[config.mk]
export PLATFORM = sky130hd
export DESIGN_NAME = mux_select_sequencer_flat
export DESIGN_NICKNAME = d
export VERILOG_FILES = /design/src/rtl/mux_select_sequencer_pkg.sv /design/src/rtl/mux_select_sequencer_if.sv /design/src/rtl/mux_select_sequencer_rate_divider.sv /design/src/rtl/mux_select_sequencer.sv /design/src/flat_wrapper.sv
export SDC_FILE = /design/constraint.sdc
export NUM_CORES = 1
export LEC_CHECK = 0
export CAP_MARGIN = 15
export CORE_ASPECT_RATIO = 0.5
export CORE_UTILIZATION = 62
export CTS_BUF_LIST = sky130_fd_sc_hd__clkbuf_8 sky130_fd_sc_hd__clkbuf_16
export CTS_CLUSTER_SIZE = 10
export DETAILED_ROUTE_END_ITERATION = 6
export PLACE_DENSITY = 0.94
export SLEW_MARGIN = 20
export SYNTH_ARGS = -nofsm -noshare
export SYNTH_HDL_FRONTEND = slang
export SYNTH_SLANG_ARGS = --single-unit
export TNS_END_PERCENT = 20
[constraint.sdc]
create_clock -name clk -period 4.1 [get_ports clk]
set_clock_uncertainty 0.05 [all_clocks]
set_input_delay 0.615 -clock clk [delete_from_list [all_inputs] [get_ports clk]]
set_output_delay 0.615 -clock clk [all_outputs]
set_load 0.02 [all_outputs]
[src/rtl/mux_select_sequencer_pkg.sv]
// Shared types and helpers for the mux select sequencer: state encoding,
// rate codes and the rate-code-to-divider-period mapping.
package mux_seq_pkg;

  typedef enum logic [1:0] {
    ST_IDLE = 2'd0,
    ST_RUN  = 2'd1,
    ST_DONE = 2'd2
  } state_e;

  localparam logic [1:0] RATE_FAST = 2'b00;
  localparam logic [1:0] RATE_1X   = 2'b01;
  localparam logic [1:0] RATE_2X   = 2'b10;
  localparam logic [1:0] RATE_4X   = 2'b11;

  localparam logic [2:0] SEL_LAST = 3'd6;

  // Divider reload value; each select value is held for period+1 cycles.
  function automatic logic [31:0] rate_to_period(input logic [1:0] code,
                                                 input logic [31:0] clk_hz);
    logic [31:0] p;
    case (code)
      RATE_FAST: p = 32'd0;
      RATE_1X:   p = clk_hz - 32'd1;
      RATE_2X:   p = (clk_hz << 1) - 32'd1;
      RATE_4X:   p = (clk_hz << 2) - 32'd1;
      default:   p = 32'd0;
    endcase
    return p;
  endfunction

endpackage

[src/rtl/mux_select_sequencer_if.sv]
// Request/status bundle between the sequencer (slave) and its controller (master).
interface mux_select_sequencer_if;
  logic       start;
  logic [1:0] rate;
  logic [6:0] data_in;
  logic [6:0] data_q;
  logic [2:0] mux_select;
  logic       valid;
  logic       busy;
  logic       done;

  modport master (
    output start, rate, data_in,
    input  data_q, mux_select, valid, busy, done
  );

  modport slave (
    input  start, rate, data_in,
    output data_q, mux_select, valid, busy, done
  );
endinterface

[src/rtl/mux_select_sequencer_rate_divider.sv]
// Loadable down-counter: reloads the period on reaching zero and flags a tick
// on every enabled cycle where the count is zero.
module rate_divider #(
  parameter int unsigned CNT_WIDTH = 28
) (
  input  logic                 clk,
  input  logic                 resetn,
  input  logic                 load,
  input  logic [CNT_WIDTH-1:0] period,
  input  logic                 en,
  output logic                 tick
);

  logic [CNT_WIDTH-1:0] cnt_q;

  assign tick = en && (cnt_q == {CNT_WIDTH{1'b0}});

  // Count down while enabled; load has priority over the wrap reload.
  always_ff @(posedge clk or negedge resetn) begin
    if (!resetn) begin
      cnt_q <= {CNT_WIDTH{1'b0}};
    end else if (load) begin
      cnt_q <= period;
    end else if (en) begin
      if (cnt_q == {CNT_WIDTH{1'b0}}) begin
        cnt_q <= period;
      end else begin
        cnt_q <= cnt_q - {{(CNT_WIDTH-1){1'b0}}, 1'b1};
      end
    end
  end

endmodule

[src/rtl/mux_select_sequencer.sv]
// Timed sweep of a 7-to-1 mux select over a captured word.
// Optional continuous mode: define SEQ_LOOP_EN.
module mux_select_sequencer
  import mux_seq_pkg::*;
#(
  parameter int unsigned CLK_HZ    = 32'd50_000_000,
  parameter int unsigned CNT_WIDTH = 28
) (
  input  logic                  clk,
  input  logic                  resetn,
  mux_select_sequencer_if.slave bus
);

  state_e               state_q;
  logic [6:0]           word_q;
  logic [1:0]           rate_q;
  logic [2:0]           sel_q;
  logic                 valid_q;
  logic                 busy_q;
  logic                 done_q;

  logic                 load_s;
  logic                 en_s;
  logic                 tick_s;
  logic                 last_tick_s;
  logic [CNT_WIDTH-1:0] period_s;

  // Divider control: a fresh load always uses the live rate input.
  always_comb begin
    en_s        = (state_q == ST_RUN);
    last_tick_s = en_s && tick_s && (sel_q == SEL_LAST);
`ifdef SEQ_LOOP_EN
    load_s = ((state_q == ST_IDLE) && bus.start) || (last_tick_s && !bus.start);
`else
    load_s = (state_q == ST_IDLE) && bus.start;
`endif
    if (load_s) begin
      period_s = CNT_WIDTH'(rate_to_period(bus.rate, 32'(CLK_HZ)));
    end else begin
      period_s = CNT_WIDTH'(rate_to_period(rate_q, 32'(CLK_HZ)));
    end
  end

  rate_divider #(
    .CNT_WIDTH (CNT_WIDTH)
  ) u_div (
    .clk    (clk),
    .resetn (resetn),
    .load   (load_s),
    .period (period_s),
    .en     (en_s),
    .tick   (tick_s)
  );

  // Sequencer FSM with registered outputs.
  always_ff @(posedge clk or negedge resetn) begin
    if (!resetn) begin
      state_q <= ST_IDLE;
      word_q  <= 7'd0;
      rate_q  <= 2'd0;
      sel_q   <= 3'd0;
      valid_q <= 1'b0;
      busy_q  <= 1'b0;
      done_q  <= 1'b0;
    end else begin
      case (state_q)
        ST_IDLE: begin
          sel_q  <= 3'd0;
          done_q <= 1'b0;
          if (bus.start) begin
            word_q  <= bus.data_in;
            rate_q  <= bus.rate;
            valid_q <= 1'b1;
            busy_q  <= 1'b1;
            state_q <= ST_RUN;
          end else begin
            valid_q <= 1'b0;
            busy_q  <= 1'b0;
          end
        end
        ST_RUN: begin
          done_q <= 1'b0;
`ifdef SEQ_LOOP_EN
          if (bus.start) begin
            state_q <= ST_DONE;
            done_q  <= 1'b1;
            valid_q <= 1'b0;
            sel_q   <= 3'd0;
          end else if (tick_s) begin
            if (sel_q == SEL_LAST) begin
              sel_q  <= 3'd0;
              done_q <= 1'b1;
              word_q <= bus.data_in;
              rate_q <= bus.rate;
            end else begin
              sel_q <= sel_q + 3'd1;
            end
          end
`else
          if (tick_s) begin
            if (sel_q == SEL_LAST) begin
              state_q <= ST_DONE;
              done_q  <= 1'b1;
              valid_q <= 1'b0;
              sel_q   <= 3'd0;
            end else begin
              sel_q <= sel_q + 3'd1;
            end
          end
`endif
        end
        ST_DONE: begin
          state_q <= ST_IDLE;
          done_q  <= 1'b0;
          busy_q  <= 1'b0;
          valid_q <= 1'b0;
          sel_q   <= 3'd0;
        end
        default: begin
          state_q <= ST_IDLE;
          done_q  <= 1'b0;
          busy_q  <= 1'b0;
          valid_q <= 1'b0;
          sel_q   <= 3'd0;
        end
      endcase
    end
  end

  assign bus.data_q     = word_q;
  assign bus.mux_select = sel_q;
  assign bus.valid      = valid_q;
  assign bus.busy       = busy_q;
  assign bus.done       = done_q;

endmodule

[src/flat_wrapper.sv]
// flat-port wrapper written by rule: the top's interface ports become plain ports
module mux_select_sequencer_flat import mux_seq_pkg::*;
#(
  parameter int unsigned CLK_HZ    = 32'd50_000_000,
  parameter int unsigned CNT_WIDTH = 28
)
  (clk, resetn, bus_start, bus_rate, bus_data_in, bus_data_q, bus_mux_select, bus_valid, bus_busy, bus_done);
  mux_select_sequencer_if bus_i ();
  input  logic clk;
  input  logic resetn;
  input wire logic [$bits(bus_i.start)-1:0] bus_start;
  input wire logic [$bits(bus_i.rate)-1:0] bus_rate;
  input wire logic [$bits(bus_i.data_in)-1:0] bus_data_in;
  output wire logic [$bits(bus_i.data_q)-1:0] bus_data_q;
  output wire logic [$bits(bus_i.mux_select)-1:0] bus_mux_select;
  output wire logic [$bits(bus_i.valid)-1:0] bus_valid;
  output wire logic [$bits(bus_i.busy)-1:0] bus_busy;
  output wire logic [$bits(bus_i.done)-1:0] bus_done;
  assign bus_i.start = bus_start;
  assign bus_i.rate = bus_rate;
  assign bus_i.data_in = bus_data_in;
  assign bus_data_q = bus_i.data_q;
  assign bus_mux_select = bus_i.mux_select;
  assign bus_valid = bus_i.valid;
  assign bus_busy = bus_i.busy;
  assign bus_done = bus_i.done;
  mux_select_sequencer #(.CLK_HZ(CLK_HZ), .CNT_WIDTH(CNT_WIDTH)) u_core (.clk(clk), .resetn(resetn), .bus(bus_i));
endmodule
==> results.py, run 1 <==
metrics = {
    "sta": {
        "slew_headroom_pct": 44.6,
        "fmax_mhz": 314,
        "finalSetupViolCount": 0,
        "hold_violations": 0,
        "rsz0062_at_grt": "no",
        "worst_pin_slew_ps": 824,
        "slew_violations": 0,
        "period_share_pct": 77.8,
        "period_needed_ps": 3190,
        "tns_ps": 0,
    },
    "synth": {
        "synth-async-reset-ratio_pct": 100,
        "synth_cells": 336,
        "ys_warn_count": 0,
        "ys_types": 51,
        "synth_ff_type": "dfrtp_1",
        "yosysSeqAreaShare_pct": 40.4,
        "syn_avg_cell_area_um2": 8.30,
        "syn_nets": 358,
        "synth_edf_count": 0,
        "ys_ff_latch": 45,
        "syn_area_um2": 2790,
    },
    "die": {
        "design.die.area_um2": 4790,
        "row_count": 16,
        "io_pins": 25,
        "start_util_pct": 68.0,
        "core_area_um2": 4100,
        "die_x_um": 96.9,
        "die_h_um": 49.4,
    },
    "critical_path": {
        "end_kind": "register",
        "critPathLaunchType": "register",
        "worstSetupStartpoint": "u_core.u_div.cnt_q[0]$_DFFE_PN0P_",
        "path_class": "register to register",
        "arrival_ps": 3310,
        "cp_max_fo": 21,
        "reg2reg_depth": 7,
        "rr_startpoint": "u_core.u_div.cnt_q[0]$_DFFE_PN0P_",
        "critPathRequiredTime_ps": 4220,
    },
    "pwr": {
        "vdd_ir_drop_max_uv": 204,
        "p_leak_nw": 1.24,
        "power.density_nw_per_um2": 336,
    },
    "clocking": {
        "post_cts_buffers": 0,
        "cts_buffer_depth": 2,
        "clk_pin_slew_worst_paths_ps": 90,
        "post_cts_resized": 0,
        "worstSkewPairLatency_ps": 300,
        "numCtsBuffers": 5,
        "cts.sinks": 45,
        "cts-root-buf": "clkbuf_8",
        "cts_tree": "done",
        "h-tree-depth": 2,
        "cts_hold_buffers": 0,
    },
    "layout": {
        "diodes": 0,
        "fin_nets": 377,
        "final_cell_mix": "46 x nand2_1, 45 x dfrtp_1, 32 x nor2_1, 23 x clkdlybuf4s50_1, 22 x nor3_1",
        "final_common_cell": "nand2_1",
        "layout-drive-gt1-share_pct": 6.46,
        "fin_area_um2": 3150,
        "area_delta_synth_final_pct": 13.1,
    },
    "routing": {
        "totalWireLength_um": 7960,
        "first_pass_iters": 5,
        "antenna_left": 0,
        "drtIter0Drc": 235,
        "vias": 2842,
        "drcViolationCount": 0,
        "avgRoutedWirePerCell_um": 19.4,
        "viasPerCell": 6.93,
    },
    "placed_design": {
        "hpwl_um": 5800,
        "postPlaceCellArea_um2": 3060,
        "place_congestion": 1.07,
        "portBuffers": 24,
    },
    "grt": {
        "grt_start_max_net_pins": 46,
        "grt-ovfl-total": 0,
        "grt_pass1_vias": 2752,
        "grt_pass1_wl_um": 13700,
        "grt_usage_pct": 36.8,
        "antenna_found_initial": 0,
    },
    "run_status": {
        "outcome": "finished clean",
    },
    "job": {
        "drv_cap": 0,
    },
    "worst_hold_path": {
        "min_path_type": "input port to asynchronous set/reset pin",
    },
}
[critical path: stages, from the launching register on]
cell     delay (ps)
dfrtp_1         430
inv_1           110
ha_1            160
or4b_2          620
nor4_2          360
nand2_1         550
o21ai_1         630
nor3_1          140
[power breakdown]
group | leakage, nW | switching [mW] | internal, mW | total, mW
clock | 0.0364 | 0.163 | 0.120 | 0.282
sequential | 0.519 | 0.0869 | 0.498 | 0.585
combinational | 0.683 | 0.100 | 0.0930 | 0.193
[metal layers]
metal  wire length, um  track usage (%)
met5                 0                0
met4               177             12.4
met3               942             12.5
met2              3380             56.0
met1              3460             49.4
[sequential cells by signal (all words and copies together), names as in the netlist]
name,count
u_core.bus.busy,1
u_core.bus.data_q,7
u_core.bus.done,1
u_core.bus.mux_select,3
u_core.bus.valid,1
u_core.rate_q,2
u_core.state_q,2
u_core.u_div.cnt_q,28
[metrics by stage]
step                total power, mW  hold slack [ps]  worst slack (ps)  instances  utilization, %
floorplan                     0.701              269              1770        336               -
detailed placement            0.782              418              1030        402            74.5
global route                   1.12              292               666        410            76.9
finish                         1.06              238               912        410            76.9
global placement              0.765              408              1220        402            74.5
CTS                            1.06              439              1010        410            76.7
[cells in the mapped netlist (3+ instances only)]
cell       number  area (um^2)
a211oi_1        6         45.0
a21oi_1        21          105
a2bb2oi_1       3         26.3
a31oi_1        10         62.6
clkbuf_1       12         45.0
dfrtp_1        45         1130
ha_1           10          125
inv_1          15         56.3
nand2_1        46          173
nand3_1        10         50.1
nand4_1         4         25.0
nor2_1         32          120
nor3_1         22          110
nor4_1         12         75.1
o211ai_1        3         22.5
o21a_1          4         30.0
o21ai_0        18         90.1
or2_2           5         31.3
or3_1           5         31.3
or4_1           7         52.6
[cell families (layout without fill, tap and decap cells)]
family,Yosys count,after routing,share of synthesized area (%)
compound gates,92,92,22.3
xor+xnor,2,2,0.628
fa+ha+maj,10,10,4.49
buf+inv,29,49,3.99
flops,45,45,40.4
simple gates,158,158,28.2
[path summary, 6_finish.rpt]
check                                                           to  slack, ps
worst max-delay path            u_core.u_div.cnt_q[22]$_DFFE_PN0P_        910
worst min-delay path             u_core.u_div.cnt_q[6]$_DFFE_PN0P_        240
worst max register to register  u_core.u_div.cnt_q[22]$_DFFE_PN0P_        910
worst min register to register    u_core.bus.data_q[0]$_DFFE_PN0P_        440
max in group asynchronous         u_core.bus.data_q[2]$_DFFE_PN0P_       3360
min in group clk                  u_core.bus.data_q[0]$_DFFE_PN0P_        440
[cell type report]
type	instances	area (um^2)
sequential	45	1130
tap	54	67.6
fill	293	950
clock inverter	3	22.5
multi-input combinational	262	1560
clock buffer	5	68.8
inverter	15	56.3
timing repair buffer	26	253
Note: power is estimated with default switching activity, not from simulation.
==> run 2: changes to the inputs <==
--- a/config.mk
+++ b/config.mk
@@ -7,11 +7,11 @@
 export LEC_CHECK = 0
 export CAP_MARGIN = 15
 export CORE_ASPECT_RATIO = 0.5
-export CORE_UTILIZATION = 62
+export CORE_UTILIZATION = 58
 export CTS_BUF_LIST = sky130_fd_sc_hd__clkbuf_8 sky130_fd_sc_hd__clkbuf_16
 export CTS_CLUSTER_SIZE = 10
 export DETAILED_ROUTE_END_ITERATION = 6
-export PLACE_DENSITY = 0.94
+export PLACE_DENSITY = 0.89
 export SLEW_MARGIN = 20
 export SYNTH_ARGS = -nofsm -noshare
 export SYNTH_HDL_FRONTEND = slang
==> constraint.sdc (replaced) <==
create_clock -name clk -period 2.95 [get_ports clk]
set_clock_uncertainty 0.05 [all_clocks]
set_input_delay 0.4425 -clock clk [delete_from_list [all_inputs] [get_ports clk]]
set_output_delay 0.4425 -clock clk [all_outputs]
set_load 0.02 [all_outputs]
==> results.py, run 2 (synthesis results as in run 1) <==
metrics = {
    "placed_design": {
        "dp_worst_setup_slack_ps": 166,
        "place_congestion": 1.05,
        "postPlaceCellArea_um2": 3180,
        "placedCellCount": 428,
        "hpwl_um": 6290,
        "portBuffers": 24,
    },
    "sta": {
        "period_share_pct": 92.0,
        "hold_violations": 0,
        "period_needed_ps": 2720,
        "finalSetupViolCount": 0,
        "slew_headroom_pct": 47.6,
        "whs_ps": 67.5,
        "fmax_mhz": 368,
        "worst_pin_slew_ps": 779,
        "rsz0062_at_grt": "no",
        "slew_violations": 0,
        "tns_ps": 0,
        "worst_slack_ps": 235,
    },
    "die": {
        "io_pins": 25,
        "row_count": 17,
        "design.die.area_um2": 5110,
        "core_area_um2": 4510,
        "start_util_pct": 61.8,
        "die_h_um": 51.0,
        "die_x_um": 100,
    },
    "routing": {
        "first_pass_iters": 5,
        "drtIter0Drc": 324,
        "viasPerCell": 6.74,
        "drcViolationCount": 0,
        "antenna_left": 0,
        "vias": 2938,
        "totalWireLength_um": 8850,
        "avgRoutedWirePerCell_um": 20.3,
    },
    "grt": {
        "grt-ovfl-total": 0,
        "antenna_found_initial": 0,
        "grt_usage_pct": 37.9,
        "grt_pass1_wl_um": 14500,
        "grt_pass1_vias": 2844,
        "grt_start_max_net_pins": 46,
    },
    "clocking": {
        "cts-root-buf": "clkbuf_8",
        "h-tree-depth": 2,
        "cts_buffer_depth": 2,
        "cts.sinks": 45,
        "numCtsBuffers": 5,
        "clk_pin_slew_worst_paths_ps": 100,
        "cts_tree": "done",
        "post_cts_buffers": 0,
        "worstSkewPairLatency_ps": 310,
    },
    "pwr": {
        "p_sw_uw": 509,
        "vdd_ir_drop_max_uv": 279,
        "power.density_nw_per_um2": 481,
        "power_frac_comb_pct": 17.8,
        "sw_frac_of_total_pct": 32.0,
        "internal-power_mw": 1.08,
        "p_leak_nw": 1.34,
        "p_clk_share_pct": 30.9,
        "p_seq_share_pct": 51.3,
    },
    "critical_path": {
        "cp_max_fo": 16,
        "reg2reg_to": "u_core.u_div.cnt_q[18]$_DFFE_PN0P_",
        "crit_slowest_cell": "or4b_2",
        "r2r_slack_ps": 230,
        "crit_path_cell_trace": "inv_1 > ha_1 > or4b_2 > nor4_4 > nand2_1 > buf_4 > o2111ai_1 > nand3_1",
        "path_buf_inv": 2,
        "critPathMaxStageDelay_ps": 650,
        "critPathLaunchType": "register",
        "rr_startpoint": "u_core.u_div.cnt_q[0]$_DFFE_PN0P_",
        "end_kind": "register",
        "reg2reg_depth": 8,
        "path_class": "register to register",
        "arrival_ps": 2850,
        "cp_top_family": "simple AND/OR/NAND/NOR gates",
        "critPathRequiredTime_ps": 3080,
    },
    "layout": {
        "regMostFlops": "u_core.u_div.cnt_q",
        "fin_nets": 391,
        "multi_input_area_um2": 1570,
        "area_delta_synth_final_pct": 18.4,
        "layout-drive-gt1-share_pct": 9.73,
        "largest_register_ff_count": 28,
        "fin_cells": 436,
        "nFillCells": 344,
        "fin_area_um2": 3300,
        "diodes": 0,
        "regArea_um2": 1130,
        "final_cell_mix": "46 x nand2_1, 45 x dfrtp_1, 32 x nor2_1, 23 x clkdlybuf4s50_1, 22 x nor3_1",
        "final_common_cell": "nand2_1",
    },
    "worst_hold_path": {
        "min_path_type": "input port to asynchronous set/reset pin",
    },
    "job": {
        "drv_cap": 0,
    },
    "run_status": {
        "outcome": "finished clean",
    },
}
-- run 2: layout make-up --
cell class,instances,share of cell area (%)
inverters,15,1.70
well taps,66,2.50
flip-flops and latches,45,34.1
clock inverters,3,1.29
multi-input cells,262,47.5
repair buffers,40,10.8
clock buffers,5,2.08
-- run 2: worst max-delay path by stage --
stage | startpoint | cells after the start | endpoint | slack [ps]
after detailed placement | bus_rate[1] | 8 | u_core.u_div.cnt_q[2]$_DFFE_PN0P_ | 170
after global placement | bus_rate[0] | 8 | u_core.u_div.cnt_q[2]$_DFFE_PN0P_ | 330
after floorplan | u_core.u_div.cnt_q[10]$_DFFE_PN0P_ | 6 | u_core.u_div.cnt_q[8]$_DFFE_PN0P_ | 620
after global routing | u_core.u_div.cnt_q[0]$_DFFE_PN0P_ | 8 | u_core.state_q[0]$_DFFE_PN0P_ | 90
final | u_core.u_div.cnt_q[0]$_DFFE_PN0P_ | 8 | u_core.u_div.cnt_q[18]$_DFFE_PN0P_ | 230
after CTS | u_core.u_div.cnt_q[0]$_DFFE_PN0P_ | 8 | u_core.u_div.cnt_q[18]$_DFFE_PN0P_ | 220
-- run 2: power groups by stage --
stage / Clock [mW] / Sequential (mW) / Combinational [mW]
floorplan: 0 / 0.787 / 0.187
global placement: 0 / 0.813 / 0.272
detailed placement: 0 / 0.822 / 0.277
CTS: 0.481 / 0.811 / 0.278
global route: 0.506 / 0.833 / 0.319
finish: 0.491 / 0.816 / 0.284
-- run 2: per-layer routing --
metal	wire, um	GRT usage (%)
met5	0	0
met4	189	11.1
met3	1020	9.99
met2	3710	56.9
met1	3930	54.0
-- run 2: timing repair --
action | CTS | global route
resized for setup | 0 | 1
setup endpoints to repair | 0 | 2
hold buffers | 0 | 0
-- run 2: per-stage QoR --
step	util (%)	power (mW)
2_1_floorplan	-	0.974
3_3_place_gp	70.4	1.08
6_report	73.3	1.59
4_1_cts	72.9	1.57
5_1_grt	73.3	1.66
3_5_place_dp	70.4	1.10
